File: config.mk
export PLATFORM = sky130hd
export DESIGN_NAME = store_narrow_32x16
export DESIGN_NICKNAME = d
export VERILOG_FILES = /design/src/rtl/store_narrow_32x16.sv
export SDC_FILE = /design/constraint.sdc
export NUM_CORES = 1
export LEC_CHECK = 0
export BUFFER_PORTS_ARGS = -buffer_cell sky130_fd_sc_hd__buf_2
export CAP_MARGIN = 10
export CORE_MARGIN = 4
export CORE_UTILIZATION = 40
export CTS_CLUSTER_SIZE = 28
export DETAILED_ROUTE_END_ITERATION = 8
export PLACE_DENSITY_LB_ADDON = 0.2
export SETUP_SLACK_MARGIN = 0.1
export SYNTH_ARGS = -nofsm -noshare
export SYNTH_HDL_FRONTEND = slang
export SYNTH_SLANG_ARGS = --single-unit
File: constraint.sdc
create_clock -name clk -period 1.75 [get_ports clk]
set_input_delay 0.175 -clock clk [delete_from_list [all_inputs] [get_ports clk]]
set_output_delay 0.175 -clock clk [all_outputs]
set_load 0.02 [all_outputs]
File: src/rtl/store_narrow_32x16.sv
// Purpose : store-path width adapter, one 32-bit byte/half/word store -> one or two 16-bit LE beats.
// Latency : accept at edge N -> first beat valid in cycle N+1; done pulses the cycle after the final beat.
// Backpres: req_ready only in IDLE; beats hold stable on the memory bus until mem_ready, never withdrawn.
//
// Ports:
//   clk, rst_n                      clock, asynchronous active-low reset
//   req_valid/req_ready             store request handshake
//   req_addr/req_data/req_size      byte address, right-justified data, size (00 b, 01 h, 10 w, 11 rsvd)
//   mem_valid/mem_ready             memory beat handshake
//   mem_addr/mem_data/mem_be        halfword-aligned beat address, beat data, byte enables
//   done                            one-cycle pulse: store finished on the bus
//   misalign                        one-cycle pulse: request rejected, no beats issued
module store_narrow_32x16 #(
  parameter int ADDR_W = 32
) (
  input  logic              clk,
  input  logic              rst_n,
  input  logic              req_valid,
  output logic              req_ready,
  input  logic [ADDR_W-1:0] req_addr,
  input  logic [31:0]       req_data,
  input  logic [1:0]        req_size,
  output logic              mem_valid,
  input  logic              mem_ready,
  output logic [ADDR_W-1:0] mem_addr,
  output logic [15:0]       mem_data,
  output logic [1:0]        mem_be,
  output logic              done,
  output logic              misalign
);

  localparam logic [1:0] ST_IDLE  = 2'd0;
  localparam logic [1:0] ST_BEAT0 = 2'd1;
  localparam logic [1:0] ST_BEAT1 = 2'd2;
  localparam logic [1:0] ST_ERR   = 2'd3;

  localparam logic [1:0] SZ_BYTE = 2'b00;
  localparam logic [1:0] SZ_HALF = 2'b01;
  localparam logic [1:0] SZ_WORD = 2'b10;

  typedef struct packed {
    logic [ADDR_W-1:0] addr;
    logic [31:0]       data;
    logic [1:0]        size;
  } req_t;

  logic [1:0] state_q, state_d;
  req_t       req_q, req_d;
  logic       done_q, done_d;
  logic       accept;
  logic       bad_align;

  assign req_ready = (state_q == ST_IDLE);
  assign accept    = req_valid & req_ready;
  assign done      = done_q;
  assign misalign  = (state_q == ST_ERR);
  assign mem_valid = (state_q == ST_BEAT0) || (state_q == ST_BEAT1);

  // Alignment is judged on the live request so the ERR/BEAT0 choice is made at accept.
  always_comb begin
    bad_align = 1'b0;
    case (req_size)
      SZ_BYTE: bad_align = 1'b0;
      SZ_HALF: bad_align = req_addr[0];
      SZ_WORD: bad_align = |req_addr[1:0];
      default: bad_align = 1'b1;
    endcase
  end

  always_comb begin
    state_d = state_q;
    req_d   = req_q;
    done_d  = 1'b0;
    case (state_q)
      ST_IDLE: begin
        if (accept) begin
          req_d.addr = req_addr;
          req_d.data = req_data;
          req_d.size = req_size;
          state_d    = bad_align ? ST_ERR : ST_BEAT0;
        end
      end
      ST_BEAT0: begin
        if (mem_ready) begin
          if (req_q.size == SZ_WORD) begin
            state_d = ST_BEAT1;
          end else begin
            state_d = ST_IDLE;
            done_d  = 1'b1;
          end
        end
      end
      ST_BEAT1: begin
        if (mem_ready) begin
          state_d = ST_IDLE;
          done_d  = 1'b1;
        end
      end
      default: state_d = ST_IDLE;  // ST_ERR: single misalign cycle
    endcase
  end

  // Bus outputs are decoded from registered state only; zero outside a beat.
  always_comb begin
    mem_addr = '0;
    mem_data = '0;
    mem_be   = 2'b00;
    case (state_q)
      ST_BEAT0: begin
        mem_addr = {req_q.addr[ADDR_W-1:1], 1'b0};
        case (req_q.size)
          SZ_BYTE: begin
            // Byte is replicated on both lanes; the enable selects the live one.
            mem_data = {2{req_q.data[7:0]}};
            mem_be   = req_q.addr[0] ? 2'b10 : 2'b01;
          end
          default: begin
            mem_data = req_q.data[15:0];
            mem_be   = 2'b11;
          end
        endcase
      end
      ST_BEAT1: begin
        // Word is 4-byte aligned, so +2 is just setting bit 1 (no carry).
        mem_addr = {req_q.addr[ADDR_W-1:2], 2'b10};
        mem_data = req_q.data[31:16];
        mem_be   = 2'b11;
      end
      default: ;
    endcase
  end

  always_ff @(posedge clk or negedge rst_n) begin
    if (!rst_n) begin
      state_q <= ST_IDLE;
      req_q   <= '0;
      done_q  <= 1'b0;
    end else begin
      state_q <= state_d;
      req_q   <= req_d;
      done_q  <= done_d;
    end
  end

endmodule

==> summary by stage, run 1 <==
Worst setup path
On the worst path, the slowest cell contributes a delay of 0.40 ns. The endpoint required time on the critical path is about 1.6 ns. Among all stages on the critical path, the largest delay is contributed by sky130_fd_sc_hd__dfrtp_1. The cell that appears most often on the critical path is sky130_fd_sc_hd__buf_6. The element type at the critical path start is a flip-flop.

The kind of critical path is reg -> out. STA classifies the critical path endpoint as an output pin. The critical path goes through buf_6, ha_4, o21a_4, buf_6, buf_6, and2_4, buf_6.

Along the worst path, the maximum fanout reaches 5. Data arrives at the worst endpoint at about 1.7 ns.

Yosys
The total nets after synthesis is 343. The synthesized area is approximately 3500 um2. A synthesized cell averages 12.9 um2.

Yosys instantiated no cell more often than sky130_fd_sc_hd__dfrtp_1. The sequential element share of the synthesized area is 49.6%. For this run, the number of Yosys warnings is 0. The fraction of synthesized cell area taken by the top area cell type is 49.6%. For this run, asynchronously set or reset flops after synthesis account for 100%. The most used flip-flop cell after synthesis is sky130_fd_sc_hd__dfrtp_1. The dominant cell type by area after synthesis is sky130_fd_sc_hd__dfrtp_1. In the synthesized netlist, the number of instances is about 270. In the synthesized netlist, the cells that appear most often are sky130_fd_sc_hd__dfrtp_1 (69), sky130_fd_sc_hd__mux2_4 (40), sky130_fd_sc_hd__and2_1 (30), sky130_fd_sc_hd__mux2_2 (26), sky130_fd_sc_hd__o21a_1 (10).

Sorting the synthesized cells by area gives the leading types as sky130_fd_sc_hd__dfrtp_1 (50%), sky130_fd_sc_hd__mux2_4 (17%), sky130_fd_sc_hd__mux2_2 (8.4%). After synthesis the netlist holds a flip-flop and latch count of between 60 and 70. The count of cell types in the netlist is 28.

The synthesized design contains 0 enable-type register cells.

Status
The run finished, with violations left. The checks that failed: setup timing.

Detailed routing
The number of DRC violations after detailed-routing iteration 0 is 82. After detailed routing, the number of remaining DRC violations is 0. Detailed routing placed a total of roughly 640 um of wire on met3. The routed length per instance is 16.4 um.

The number of iterations in the first detailed-routing pass is 4. The routed layout has roughly 2.5k vias. The wire length on met1 is 3.61 mm. The count of nets left with antenna violations once routing finished came out at 0. The average vias per placed instance is 4.89. After detailed routing, no signal wire sits above met5. The detailed-route wire length is roughly 8.5 mm. The met2 wire length is 4.08 mm.

Global routing
The number of global-route vias before repair was around 2.7k. The number of antenna violations at the first check in global routing was 1. The global-route wire length before repair is 13.1 mm. The pin count of the biggest net entering global routing is 54. Global routing consumed, over all layers together, 16.5% of the routing resources. The global route total overflow is 0.

STA
The worst-case setup margin in the final layout is -0.168 ns. Clock skew on the completed layout was measured at between 0.006 and 0.007 ns. The remaining max-slew budget at the tightest pin is 55.2%. After layout, the minimum clock period comes to 1.92 ns. Setup repair after global routing could not meet its margin everywhere. The actual slew at the worst max-slew pin is 0.672 ns. The highest achievable clock rate is 522 MHz. The total setup violations reported at the end of the flow is 47. The count of endpoints failing hold in the final timing report is 0. The worst path uses 110% of the clock period. The number of max-slew violations in the final report is 0. The total negative slack for setup checks is -4.73 ns.

Layout
In the final layout, the share of cells above drive strength 1 is 69.2%. The core utilization of the finished layout is 59.9%. The diode insertion count for antenna repair is 0. Compared with the post-synthesis result, the final layout area differs by 43.5%.

In the final layout, the multi-input gates occupy approximately 1800 um2. The net total in the final layout is 482. Counting the fill cells in the layout gives between 600 and 700. The sequential cell area in the final layout is around 1700 um2.

Power
VDD sags by at most ~0.89 mV. In this run the static leakage power is 0.00245 uW. The areal power density over the cells is 2080 nW/um2.

Floorplanning
The core region area is 8340 um2. The die covers around 10000 um2. Measured along the x axis, the die boundary spans 101 um.

For this configuration, the core starts out at a cell density of 41.7%. The total I/O pin count is between 100 and 150. In this run the core area contains 33 standard-cell rows. The die is 101 um tall.

Min path
In this run the worst hold path is classified as in -> reg.

Clock tree
Clock-pin slew was measured on the worst setup and hold paths at 0.07 ns. At the later pin of the worst-skew pair, clock insertion delay measures approximately 0.33 ns. TritonCTS built the clock tree. The worst-case clock buffer depth is 2.

The count of clock tree sinks is between 60 and 70. Counting the buffers created by CTS gives 9. The deepest level of the CTS H-tree is 3. The root cell of the clock tree is sky130_fd_sc_hd__clkbuf_8.

Placed design
Prior to clock tree synthesis, the placed netlist has a worst setup slack of 0.0946 ns. At the end of routability-driven placement, the weighted congestion stood at 0.758. Detailed placement ended at an HPWL of 5.88 mm. The total of buffers placed on input and output ports is between 100 and 150.

Run
The number of maximum-capacitance constraint violations is 0.
-- final timing paths --
check | cells after the start | start | slack (ns) | end
hold reg to reg | 1 | req_q[49] | 0.50 | req_q[49]
min in group asynchronous | 2 | rst_n | 0.42 | req_q[16]
max in group asynchronous | 3 | rst_n | 0.73 | req_q[65]
hold / removal | 2 | req_data[2] | 0.07 | req_q[4]
setup reg to reg | 6 | state_q[1] | 0.19 | state_q[1]
setup / recovery | 7 | state_q[1] | -0.17 | mem_addr[30]
-- sequential cells by signal, indices dropped and copies added, names as in the netlist --
register	count
done	1
req_q	66
state_q	2
-- critical path, delay by kind of cell (launching register included) --
kind | cells | cell delay (ns)
AO/OA/AOI/OAI | 1 | 0.22
adder cells (fa/ha/maj) | 1 | 0.16
buffers and inverters | 4 | 0.49
flip-flops | 1 | 0.40
AND/OR/NAND/NOR | 1 | 0.15
-- timing repair --
item | in CTS | in global routing
hold endpoints to repair | 51 | 0
buffers inserted | 7 | 3
pin swaps | 6 | 13
resized for setup | 52 | 91
gates cloned | 1 | 0
endpoints found under the setup margin | 50 | 49
hold buffers | 1 | 0
-- per-layer routing --
layer,vias to the layer above,track usage [%]
met5,-,0
met4,2,6.65
met3,12,4.96
met2,81,25.8
met1,1228,21.4
li1,1204,-
-- logic make-up (layout without fill, tap and decap cells) --
logic type,count (synthesis),count (layout),synth area share (%)
compound gates,44,44,8.62
fa+ha+maj,4,4,1.44
buf+inv,25,168,4.24
flops,69,69,49.6
mux,66,66,25.7
other cells,1,1,0.108
simple gates,60,60,10.3
-- power by group --
| group | switching (uW) | internal [uW] |
|---|---|---|
| clock network | 573 | 540 |
| logic | 2690 | 3570 |
| registers | 611 | 2430 |
| total | 3880 | 6540 |
-- layout by cell type (no fill, tap or decap), types with 2 or more instances in the layout --
cell type	Yosys	layout
sky130_fd_sc_hd__a22oi_1	8	5
sky130_fd_sc_hd__nor3b_1	8	4
sky130_fd_sc_hd__mux2_2	26	26
sky130_fd_sc_hd__a22oi_2	0	3
sky130_fd_sc_hd__dfrtp_1	69	66
sky130_fd_sc_hd__buf_2	7	86
sky130_fd_sc_hd__and2_4	0	17
sky130_fd_sc_hd__buf_4	2	21
sky130_fd_sc_hd__clkbuf_8	0	10
sky130_fd_sc_hd__a21boi_2	0	4
sky130_fd_sc_hd__inv_1	5	3
sky130_fd_sc_hd__dfrtp_2	0	2
sky130_fd_sc_hd__clkinvlp_4	0	2
sky130_fd_sc_hd__a21oi_1	5	3
sky130_fd_sc_hd__nand2_4	0	3
sky130_fd_sc_hd__clkinv_2	0	2
sky130_fd_sc_hd__buf_12	0	3
sky130_fd_sc_hd__ha_4	0	3
sky130_fd_sc_hd__nor2b_1	8	8
sky130_fd_sc_hd__o21ai_1	0	7
sky130_fd_sc_hd__mux2_4	40	40
sky130_fd_sc_hd__and2_1	30	5
sky130_fd_sc_hd__buf_8	0	2
sky130_fd_sc_hd__a21oi_2	0	2
sky130_fd_sc_hd__a21boi_4	0	3
sky130_fd_sc_hd__buf_6	5	34
sky130_fd_sc_hd__nor3b_2	0	4
sky130_fd_sc_hd__and2_2	0	8
sky130_fd_sc_hd__o21a_1	10	9
sky130_fd_sc_hd__nand2_1	8	5
-- final cells by class --
type                       count  area share (%)
clock inverter                 4           0.501
inverter                       5           0.426
clock buffer                  11            2.83
multi-input combinational    175            37.0
sequential                    69            34.7
timing repair buffer         148            22.0
tap                          105            2.63
-- metrics by stage --
| step | hold WS, ns | power, uW | area [um2] | std cells |
|---|---|---|---|---|
| 4_1_cts | 0.0503 | 9680 | 4710 | 514 |
| 5_1_grt | 0.0452 | 11100 | 5000 | 517 |
| 2_1_floorplan | -0.121 | 6350 | 3510 | 269 |
| 3_3_place_gp | 0.261 | 7710 | 4280 | 490 |
| 3_5_place_dp | 0.268 | 7790 | 4280 | 490 |
| 6_report | 0.0694 | 10400 | 5000 | 517 |
Power figures use the tool's default switching activity.
==> run 2: changes to the inputs <==
SETUP_SLACK_MARGIN = 0.05   (was 0.1)
==> summary by stage, run 2 (synthesis results as in run 1) <==
Status
Run status: finished with violations (unchanged). Failing checks: setup timing (unchanged).

Floorplanning
The die width is 101 um (unchanged). The full die area is 10300 um2 (unchanged). The core region area was 8340 um2 (unchanged). The number of core rows is 33 (unchanged). The starting utilization of the core area is 41.7% (unchanged). The total I/O pin count came to 124 (unchanged). The die boundary height was 101 um (unchanged).

Layout
The diode insertion count for antenna repair is 0 (unchanged). The area occupied by multi-input gates is 1740 um2 (was 1850 um2). The share of cells above drive strength 1 is 65.0% (was 69.2%). The number of flip-flops under the largest register name was 66 (unchanged).

The largest register by flop count is req_q (unchanged). Commonest cells after routing, fill and taps aside: sky130_fd_sc_hd__buf_2 (79), sky130_fd_sc_hd__dfrtp_1 (67), sky130_fd_sc_hd__mux2_4 (40), sky130_fd_sc_hd__buf_6 (33), sky130_fd_sc_hd__and2_4 (30) (was sky130_fd_sc_hd__buf_2 (86), sky130_fd_sc_hd__dfrtp_1 (66), sky130_fd_sc_hd__mux2_4 (40), sky130_fd_sc_hd__buf_6 (34), sky130_fd_sc_hd__mux2_2 (26)). The net total in the final layout is 478 (was 482).

The final-layout fill cell count is 690 (was 684). The most common cell after layout, fill and taps aside was sky130_fd_sc_hd__buf_2 (unchanged). The area overhead of the layout relative to synthesis is 40.8% (was 43.5%). The sequential cell area in the final layout was 1730 um2 (about the same).

Worst setup path
The most used cell along the critical path is sky130_fd_sc_hd__buf_6 (unchanged). The kind of critical path is reg -> out (unchanged). The count of buffer and inverter cells on the critical path was 3 (was 4). The cell count along the critical path is 6 (was 7). The element type at the critical path start is a flip-flop (unchanged).

The number of cell instances on the worst register-to-register path is 5 (was 6). The largest fanout on the critical path is 12 (was 5). The endpoint required time on the critical path came to 1.57 ns (about the same). The reg-to-reg startpoint is state_q[0] (was state_q[1]). The worst-case register-to-register setup slack is 0.18 ns (was 0.19 ns). The type of element capturing the critical path is an output pin (unchanged). The cell family with the largest share of critical-path delay is buffers and inverters (unchanged). The end of the worst register-to-register path is req_q[25] (was state_q[1]).

The largest stage delay on the critical path is 0.41 ns (was 0.40 ns). Cells traversed along the worst timing path: buf_6, ha_4, o21a_4, buf_16, and2_4, buf_6 (was buf_6, ha_4, o21a_4, buf_6, buf_6, and2_4, buf_6). The library cell contributing the largest single delay on the critical path was sky130_fd_sc_hd__dfrtp_1 (unchanged). The data arrival time of the critical path came to 1.72 ns (was 1.74 ns).

STA
The clock period minus final worst setup slack came to 1.90 ns (was 1.92 ns). The count of endpoints failing hold in the final timing report is 0 (unchanged). The total negative slack for setup checks was -4.76 ns (was -4.73 ns). The clock tree skew after final layout is 0.00606 ns (was 0.00654 ns).

The final period utilization came to 108% (was 110%). The number of max-slew violations in the final report was 0 (unchanged). RSZ-0062 raised after global routing: yes (unchanged).

The worst-case setup margin in the final layout is -0.147 ns (was -0.168 ns). The highest achievable clock rate is 527 MHz (was 522 MHz). The total setup violations reported at the end of the flow came to 49 (was 47). The final-layout worst hold slack is 0.0611 ns (was 0.0694 ns).

Min path
The number of instances on the worst hold path is 2 (unchanged). The startpoint of the most critical hold path is req_data[9] (was req_data[2]). The worst hold endpoint is req_q[11] (was req_q[4]).

The type of the tightest min-delay check is in -> reg (unchanged).

Placed design
The total of buffers placed on input and output ports is 122 (unchanged). The post-place setup slack is 0.0586 ns (was 0.0946 ns). The final weighted congestion of routability-driven global placement is 0.753 (was 0.758). The total half-perimeter wirelength after legalization and detailed placement came to 5.80 mm (was 5.88 mm).

Detailed routing
The via count is 2555 (was 2527). The number of iterations in the first detailed-routing pass came to 4 (unchanged). The residual antenna-violating net count after detailed routing is 0 (unchanged). The average vias per placed instance is 4.97 (was 4.89). The DRC violations left is 0 (unchanged). The number of DRC violations after detailed-routing iteration 0 is 30 (was 82). The routed length per instance is 17.1 um (was 16.4 um). The detailed-route wire length is 8.77 mm (was 8.45 mm).

Run
The number of maximum-capacitance constraint violations is 0 (unchanged).

Clock tree
The count of clock tree sinks was 69 (unchanged). The root cell of the clock tree is sky130_fd_sc_hd__clkbuf_8 (unchanged). The worst-case clock buffer depth was 2 (unchanged). The clock insertion delay at the later pin of the skew report is 0.34 ns (was 0.33 ns). The clock slew at the register clock pins of the worst setup and hold paths is 0.07 ns (about the same). The deepest level of the CTS H-tree is 3 (unchanged). The CTS buffer count is 9 (unchanged). The CTS tree is yes (unchanged).

Global routing
The number of global-route vias before repair is 2687 (was 2678). The met3 track demand over resource in global routing is 5.85% (was 4.96%). The global route total overflow came to 0 (unchanged). The global routing usage on met1 is 21.2% (was 21.4%). The peak-usage layer in the global routing report is met2 (unchanged). The met2 routing resource usage after global routing is 27.6% (was 25.8%). The pin count of the biggest net entering global routing is 38 (was 54). The global-route wire length before repair is 13.5 mm (was 13.1 mm). The number of antenna violations at the first check in global routing is 1 (unchanged). The total routing usage reported by global routing was 16.8% (was 16.5%).

Power
The areal power density over the cells is 2090 nW/um2 (was 2080 nW/um2). The reported leakage power is 0.00242 uW (was 0.00245 uW). The highest ir drop seen on vdd came to 1.06 mV (was 0.889 mV).
-- run 2: cell types whose count changed in the layout (fill, tap and decap cells not counted), moves of 4 or more --
cell,previous run,this run
sky130_fd_sc_hd__nor3b_2,4,0
sky130_fd_sc_hd__and2_2,8,0
sky130_fd_sc_hd__a21boi_1,1,6
sky130_fd_sc_hd__o21ai_0,1,8
sky130_fd_sc_hd__and2_4,17,30
sky130_fd_sc_hd__o21ai_1,7,0
sky130_fd_sc_hd__nor3b_1,4,8
sky130_fd_sc_hd__buf_2,86,79
sky130_fd_sc_hd__and2_1,5,0
-- run 2: metrics by stage --
stage	area [um2]	utilization (%)	std cells	power (uW)
3_3_place_gp	4250	51.0	487	7620
2_1_floorplan	3480	-	269	6270
6_report	4900	58.8	514	10200
5_1_grt	4900	58.8	514	10800
4_1_cts	4720	56.6	511	9760
3_5_place_dp	4250	51.0	487	7670
-- run 2: how the worst max path moves through the flow --
stage / startpoint / end / slack, ns
after global routing: state_q[0] / mem_addr[24] / -0.22
final: state_q[1] / mem_addr[21] / -0.15
after detailed placement: req_q[1] / mem_data[9] / 0.06
after floorplan: state_q[0] / mem_data[10] / 0.07
after global placement: req_q[1] / mem_data[9] / 0.08
after CTS: state_q[1] / mem_addr[29] / -0.17
-- run 2: power by group --
part	internal, uW	switching (uW)	total (uW)
Clock	585	597	1180
Sequential	2420	634	3050
Combinational	3450	2540	5990
-- run 2: final cells by class --
class / count / share of cell area, %
clock inverters: 4 / 0.459
clock buffers: 12 / 3.16
multi-input cells: 175 / 35.4
repair buffers: 144 / 22.6
inverters: 5 / 0.383
well taps: 105 / 2.68
flip-flops and latches: 69 / 35.3
-- run 2: worst reg2reg max path, cell delays in order, from the launching register on --
cell	delay, ns
sky130_fd_sc_hd__dfrtp_1	0.39
sky130_fd_sc_hd__inv_2	0.08
sky130_fd_sc_hd__ha_4	0.19
sky130_fd_sc_hd__nand2_4	0.16
sky130_fd_sc_hd__buf_4	0.29
sky130_fd_sc_hd__mux2_4	0.34
-- run 2: what timing repair did --
action	4_1_cts	5_1_grt
hold buffers	1	0
cloned	1	1
pin swaps	8	17
setup endpoints to repair	50	50
buffers inserted	6	2
resized for setup	75	50
hold endpoints to repair	32	0
-- run 2: layer usage --
layer,wire [um],share of wire (%)
met1,3650,42
met2,4300,49
met3,726,8.3
met4,83,0.95
met5,9,0.10
